**src/rtl/heart_pattern_sequencer.sv**
```systemverilog
// rtl/heart_pattern_sequencer.sv - twelve-LED heart fill/blink/clear sequencer
//
// Purpose:
//   On start, lights LED pairs from the outside in (FILL), blinks the full
//   pattern BLINKS times (BLINK), then extinguishes pairs from the inside out
//   (CLEAR). The sequencer advances one step every STEP_CYCLES clocks.
//   A done pulse follows completion.
//
// Ports:
//   clk               rising-edge clock
//   reset             asynchronous active-low reset
//   start             begins a sequence when idle; ignored while busy
//   pause             level input; freezes all sequencing state while high
//   signal1..signal12 LED drives, pattern bit i drives signal(i+1)
//   phase             00 IDLE, 01 FILL, 10 BLINK, 11 CLEAR
//   busy              high whenever phase is not IDLE
//   done              one-cycle pulse after the last CLEAR step
module heart_pattern_sequencer #(
  parameter int STEP_CYCLES = 4,
  parameter int BLINKS      = 3
) (
  input  logic       clk,
  input  logic       reset,
  input  logic       start,
  input  logic       pause,
  output logic       signal1,
  output logic       signal2,
  output logic       signal3,
  output logic       signal4,
  output logic       signal5,
  output logic       signal6,
  output logic       signal7,
  output logic       signal8,
  output logic       signal9,
  output logic       signal10,
  output logic       signal11,
  output logic       signal12,
  output logic [1:0] phase,
  output logic       busy,
  output logic       done
);

  typedef enum logic [1:0] {
    S_IDLE  = 2'b00,
    S_FILL  = 2'b01,
    S_BLINK = 2'b10,
    S_CLEAR = 2'b11
  } state_t;

  localparam logic [7:0] TICK_LAST  = 8'(STEP_CYCLES - 1);
  localparam logic [3:0] PAIR_LAST  = 4'd5;
  localparam logic [3:0] BLINK_LAST = 4'(2 * BLINKS - 1);

  state_t      r_state;
  logic [7:0]  r_tick;
  logic [3:0]  r_step;
  logic [11:0] r_pattern;
  logic        r_busy;
  logic        r_done;

  // Pair masks for the current step: FILL works outside-in, CLEAR inside-out.
  logic [11:0] w_fill_mask;
  logic [11:0] w_clear_mask;

  assign w_fill_mask  = (12'b1 << r_step) | (12'b1 << (4'd11 - r_step));
  assign w_clear_mask = (12'b1 << (4'd5 - r_step)) | (12'b1 << (4'd6 + r_step));

  always_ff @(posedge clk or negedge reset) begin
    if (!reset) begin
      r_state   <= S_IDLE;
      r_tick    <= 8'd0;
      r_step    <= 4'd0;
      r_pattern <= 12'd0;
      r_busy    <= 1'b0;
      r_done    <= 1'b0;
    end else begin
      r_done <= 1'b0;
      case (r_state)
        S_IDLE: begin
          // Accepted even with pause high; the tick counter then simply
          // stays at 0 until pause falls.
          if (start) begin
            r_state   <= S_FILL;
            r_busy    <= 1'b1;
            r_tick    <= 8'd0;
            r_step    <= 4'd0;
            r_pattern <= 12'd0;
          end
        end
        default: begin
          if (!pause) begin
            if (r_tick == TICK_LAST) begin
              r_tick <= 8'd0;
              r_step <= r_step + 4'd1;
              case (r_state)
                S_FILL: begin
                  r_pattern <= r_pattern | w_fill_mask;
                  if (r_step == PAIR_LAST) begin
                    r_state <= S_BLINK;
                    r_step  <= 4'd0;
                  end
                end
                S_BLINK: begin
                  r_pattern <= ~r_pattern;
                  if (r_step == BLINK_LAST) begin
                    r_state <= S_CLEAR;
                    r_step  <= 4'd0;
                  end
                end
                default: begin
                  r_pattern <= r_pattern & ~w_clear_mask;
                  if (r_step == PAIR_LAST) begin
                    r_state <= S_IDLE;
                    r_step  <= 4'd0;
                    r_busy  <= 1'b0;
                    r_done  <= 1'b1;
                  end
                end
              endcase
            end else begin
              r_tick <= r_tick + 8'd1;
            end
          end
        end
      endcase
    end
  end

  assign phase    = r_state;
  assign busy     = r_busy;
  assign done     = r_done;
  assign signal1  = r_pattern[0];
  assign signal2  = r_pattern[1];
  assign signal3  = r_pattern[2];
  assign signal4  = r_pattern[3];
  assign signal5  = r_pattern[4];
  assign signal6  = r_pattern[5];
  assign signal7  = r_pattern[6];
  assign signal8  = r_pattern[7];
  assign signal9  = r_pattern[8];
  assign signal10 = r_pattern[9];
  assign signal11 = r_pattern[10];
  assign signal12 = r_pattern[11];

endmodule

```
**config.mk**
```make
export PLATFORM = sky130hd
export DESIGN_NAME = heart_pattern_sequencer
export DESIGN_NICKNAME = d
export VERILOG_FILES = /design/src/rtl/heart_pattern_sequencer.sv
export SDC_FILE = /design/constraint.sdc
export NUM_CORES = 1
export LEC_CHECK = 0
export BUFFER_PORTS_ARGS = -buffer_cell sky130_fd_sc_hd__buf_2
export CAP_MARGIN = 20
export CORE_ASPECT_RATIO = 1.25
export CORE_MARGIN = 8
export CORE_UTILIZATION = 61
export CTS_BUF_LIST = sky130_fd_sc_hd__clkbuf_4 sky130_fd_sc_hd__clkbuf_8
export CTS_CLUSTER_DIAMETER = 50
export CTS_CLUSTER_SIZE = 8
export DETAILED_ROUTE_END_ITERATION = 8
export PLACE_DENSITY_LB_ADDON = 0.08
export SYNTH_ARGS = -nofsm -noshare
export SYNTH_HDL_FRONTEND = slang
export SYNTH_SLANG_ARGS = --single-unit
export TNS_END_PERCENT = 50
```
**constraint.sdc**
```tcl
create_clock -name clk -period 3.1 [get_ports clk]
set_input_delay 0.62 -clock clk [delete_from_list [all_inputs] [get_ports clk]]
set_output_delay 0.62 -clock clk [all_outputs]
set_load 0.01 [all_outputs]
```
======== Word-level counts from Yosys, hierarchy flattened ========
Cells that the tools add are included.
operators by class
  eq/ne operators ......................... 7
  bitwise logic cells ..................... 6
  reduce and logical (&&, ||, !) cells .... 8
  $add $sub $neg .......................... 5
  shift operators ......................... 4
  mux-type cells .......................... 33
operators by type and width
  cell                                                                number
  12-bit 2-to-1 mux                                                   4
  1-bit by 4-bit << shifter with 12-bit output, first input constant  4
  12-bit OR                                                           3
  8-bit 2-to-1 mux                                                    4
  12-bit inverter                                                     2
  12-bit case mux with 2 select lines                                 1
  4-bit 2-to-1 mux                                                    5
  2-bit 2-to-1 mux                                                    7
  12-bit AND                                                          1
  1-bit 2-to-1 mux                                                    11
  8-bit by 1-bit adder with 8-bit output, second input constant       1
  8-bit by 2-bit == test with 1-bit output, second input constant     1
  5-bit AND reduction                                                 1
  3-bit by 4-bit adder with 4-bit output, first input constant        1
  4-bit by 1-bit adder with 4-bit output, second input constant       1
  4-bit by 3-bit == test with 1-bit output, second input constant     1
  2-bit by 1-bit != test with 1-bit output, second input constant     2
  2-bit case mux with 2 select lines                                  1
  4-bit AND reduction                                                 1
  2-bit nonzero test                                                  2
  3-bit by 4-bit subtractor with 4-bit output, first input constant   1
  4-bit subtractor, first input constant                              1
  3-bit AND reduction                                                 1
  2-bit by 1-bit == test with 1-bit output, second input constant     1
  other kinds (5)                                                     5
storage, ports and cells
  output and inout bits ................... 16
  logic and storage cells ................. 69
  register bits ........................... 28
  bits of input ports ..................... 4

======== Longest topological paths before layout ========
  depth in word-level cells ............... 9
  depth in mapped cells ................... 9
  depth with buffers taken out ............ 7

======== Worst setup path after synthesis ========
Ideal clock, no wire load.
  kind .................................... register to register
  start ................................... register r_state[0], in the netlist phase[0]
  end ..................................... register r_step[3]
  library setup time ...................... 0.066 ns
  buffers on the path ..................... 1
  stages on the path, launching flop included .. 9
  arrival time ............................ 2.203 ns
  data required time ...................... 3.034 ns
  path slack .............................. 0.831 ns
  clock period less this slack ............ 2.269 ns
  cells stage by stage .................... dfrtp_1 -> inv_1 -> ha_1 -> or2_2 -> clkbuf_1 -> nor3_4 -> a21oi_2 -> or4_1 -> nand2_1
on the way
  word-level cells in the longest chain between the ends .. 3
  elaborated cells on any way between the ends .. 6
  those cells by class .................... 2 x eq/ne; 1 x mux; 3 x reduce/logical
RTL lines
  item                                                                              line  source
  from (decl)                                                                       54    state_t r_state;
  from (signal assigned)                                                            70    r_state <= S_IDLE;
  from (signal assigned)                                                            83    r_state <= S_FILL;
  from (signal assigned)                                                            99    r_state <= S_BLINK;
  2-bit zero test (*)                                                               78    case (r_state)
  2-bit by 1-bit != test with 1-bit output (no line), or another cell as far along  --
  3-bit AND reduction (no line)                                                     --
  to (signal assigned)                                                              94    r_step <= r_step + 4'd1;
  to (decl)                                                                         56    logic [3:0] r_step;
Every way passes the cells marked *; elsewhere a longest branch is shown, timed or not.
A chain may end at the register's enable or synchronous reset.

======== Worst setup path after layout ========
  start ................................... register r_step[2]
  end ..................................... register r_pattern[5]
on the way
  word-level cells in the longest chain between the ends .. 9
  elaborated cells on any way between the ends .. 16
  those cells by class .................... 3 x add/sub; 4 x shift; 4 x mux; 5 x bitwise
RTL lines
  item                                                                                                          line  source
  3-bit by 4-bit subtractor with 4-bit output / 3-bit by 4-bit adder with 4-bit output (equally long branches)  66    assign w_clear_mask = (12'b1 << (4'd5 - r_step)) | (12'b1 << (4'd6 + r_step));
  1-bit by 4-bit << shifter with 12-bit output                                                                  66
  12-bit OR                                                                                                     66
  12-bit inverter                                                                                               111   r_pattern <= r_pattern & ~w_clear_mask;
  12-bit AND                                                                                                    111
  12-bit case mux with 2 select lines (*)                                                                       95    case (r_state)
  12-bit 2-to-1 mux (*)                                                                                         92    if (r_tick == TICK_LAST) begin
  12-bit 2-to-1 mux (*)                                                                                         91    if (!pause) begin
  12-bit 2-to-1 mux (*)                                                                                         78
  to (signal assigned)                                                                                          97    r_pattern <= r_pattern | w_fill_mask;
  to (signal assigned)                                                                                          104   r_pattern <= ~r_pattern;
  to (signal assigned)                                                                                          111
  to (decl)                                                                                                     57    logic [11:0] r_pattern;
Every way passes the cells marked *; elsewhere a longest branch is shown, timed or not. The select of a mux whose other input is x is not followed.

==> impl_metrics.yaml <==
cts:
  clockBufferDepth: 2
  clkSlewWorstSetupHoldPaths_ns: 0.10
  cts_setup_buffers: 0
  worstSkewPairLatency_ns: 0.28
  cts-root-buf: "clkbuf_8"
  cts_tree: "yes"
  cts.sinks: 28
  cts_buffers: 3
  holdBufCountCts: 0
  h-tree-depth: 1
  post_cts_resized: 0
cells_and_area:
  nNetsFinal: 262
  antenna_cells: 0
  final_layout_size_suffix_gt1_share_pct: 14.0
  areaGrowthSynthToFinish_pct: 7.16
power:
  powerDensity_nw_per_um2: 876
  switching_share_pct: 51.5
  vdd_drop_max_mv: 0.520
  pwr-share-comb_pct: 58.8
  power_uw: 1920
  p_leak_uw: 0.000969
  p_sw_uw: 988
  clockPowerShare_pct: 12.2
  p_int_uw: 931
  p_seq_share_pct: 29.0
grt:
  grt_max_degree: 29
  track_usage_pct: 19.2
  antenna_found_initial: 0
  gr-total-overflow: 0
  grt_pass1_vias: 1813
  grt_pass1_wl_um: 8290
drt:
  drt_pre_antenna_iters: 4
  routedWlPerCell_um: 18.5
  vias: 1866
  drc_errors: 0
  via_per_inst: 6.69
  wl_um: 5170
  drtIter0Drc: 118
  drtAntennaViolNets: 0
timing:
  hold_viol_final: 0
  setup_violations: 0
  rsz0062_at_grt: "false"
  fin_skew_ns: 0.00265
  fin_crit_sh_pct: 74.5
  max_freq_mhz: 433
  slew_viol_final: 0
  tightest_slew_ns: 0.872
  relSlewSlack_pct: 41.8
  holdWs_ns: 0.353
  period_needed_ns: 2.31
  worst_slack_ns: 0.790
  tns_ns: 0
synth:
  synth_cell_types: 45
  syn_area_per_cell_sq_um: 8.74
  synth_flop_cell: "dfrtp_1"
  netlist_area_sq_um: 2050
  yosys.area.top_type_share_pct: 34.3
  synthCells: 234
  ys_ff_latch: 28
  yosysTopAreaCell: "dfrtp_1"
  synth_area_leaders: "dfrtp_1 34%, ha_1 9.2%, o21ai_0 7.3%"
  synth_nets: 253
  yosysWarnings: 0
  async_flop_share_pct: 100
  seq_area_frac_synth_pct: 34.3
  synth-edff-count: 0
placement:
  dp_hpwl_um: 3740
  io_buffers: 19
  gp_congestion: 0.968
  pre_cts_ws_ns: 0.877
worst_setup_path:
  worstPathRequired_ns: 3.28
  cp.arrival_ns: 2.49
  critPathMaxFanout: 13
  crit_path_end_kind: "register"
  critPathLaunchType: "register"
  setup.worst_path.class: "reg2reg"
worst_hold_path:
  hold_class: "in2async"
die:
  die_w_um: 67.8
  dieArea_sq_um: 5470
  row_count: 23
  coreArea_sq_um: 3190
  die_y_um: 80.7
  ios: 20
  initial_utilization_pct: 64.0
run_status:
  outcome: "finished clean"
flow_run:
  maxCapViolCount: 0
[final timing paths]
path / from / end / slack, ns / depth (start not counted)
max in group asynchronous: reset / r_pattern[4] / 2.31 / 1
hold / removal: reset / r_step[3] / 0.35 / 1
hold reg to reg: busy / busy / 0.53 / 2
min in group clk: busy / busy / 0.53 / 2
setup reg to reg: r_step[2] / r_pattern[5] / 0.79 / 7
setup / recovery: r_step[2] / r_pattern[5] / 0.79 / 7
[layer usage]
layer / part of all wire [%] / up-vias / global-route usage (%) / routed length (um)
li1: - / 888 / - / -
met2: 52 / 73 / 34.5 / 2720
met5: 0 / - / 0 / 0
met1: 38 / 894 / 21.3 / 1990
met4: 2.3 / 0 / 9.03 / 120
met3: 6.7 / 11 / 3.16 / 346
[cell usage after synthesis, types with 2 or more instances]
cell type	instances
nor2_1	16
a31o_2	2
xnor2_1	4
ha_1	15
nand2_1	23
o211ai_1	5
a211oi_1	4
a21boi_0	2
dfrtp_1	28
a32o_1	7
a221oi_1	12
buf_1	3
a21oi_1	4
nand3b_1	2
nand2b_1	4
and3_1	3
inv_1	12
o31a_1	2
mux2i_1	6
nand4_1	2
o311ai_0	4
o21ai_0	30
o221ai_1	2
nand3_1	6
clkbuf_1	13
xor2_1	4
[power by group through the flow]
stage | logic, uW | registers, uW | clock network, uW
after global routing | 1230 | 573 | 250
after detailed placement | 1110 | 561 | 0
after floorplan | 832 | 533 | 0
after global placement | 1070 | 553 | 0
after CTS | 1120 | 554 | 239
final | 1130 | 556 | 234
[cell type report]
| cell class | instances | area, sq um |
|---|---|---|
| clock buffer | 4 | 55.1 |
| tap | 37 | 46.3 |
| timing repair buffer | 21 | 110 |
| fill | 260 | 1000 |
| sequential | 28 | 701 |
| multi-input combinational | 177 | 1230 |
| inverter | 12 | 45.0 |
[worst max-delay path, stage by stage, from the launching register on]
cell and delay [ns]:
dfrtp_1 0.59, inv_1 0.18, ha_1 0.33, inv_1 0.21
a221oi_1 0.14, o311ai_0 0.39, a21boi_0 0.15, a31o_2 0.22
[per-stage QoR]
| stage | instances | utilization, % | instance area (sq um) |
|---|---|---|---|
| 6_report | 279 | 68.6 | 2190 |
| 5_1_grt | 279 | 68.6 | 2190 |
| 4_1_cts | 279 | 68.6 | 2190 |
| 3_5_place_dp | 275 | 66.9 | 2140 |
| 3_3_place_gp | 275 | 66.9 | 2140 |
| 2_1_floorplan | 234 | - | 2050 |
[state kept, by name, indices dropped and copies added (netlist names)]
| register | cells |
|---|---|
| r_tick | 8 |
| phase | 2 |
| busy | 1 |
| done | 1 |
| r_pattern | 12 |
| r_step | 4 |
[layout by cell type, fill, tap and decap left out, types with 3 or more instances in the layout]
cell type / count
ha_1: 15
o311ai_0: 4
inv_1: 12
clkbuf_8: 4
dfrtp_1: 28
o21ai_0: 30
xor2_1: 4
a211oi_1: 4
o211ai_1: 5
a32o_1: 7
a221oi_1: 12
nand2b_1: 4
xnor2_1: 4
and3_1: 3
nand2_1: 23
nor2_1: 16
buf_2: 19
a21oi_1: 4
mux2i_1: 6
nand3_1: 6
[cell families after synthesis]
group	synth area share (%)
and+or+nand+nor	15.5
AOI/OAI and AO/OA	28.7
buffers and inverters	5.38
DFF	34.3
adders and majority gates	9.17
xor gates and xnor gates	3.42
muxes	3.49
Power figures use the tool's default switching activity.
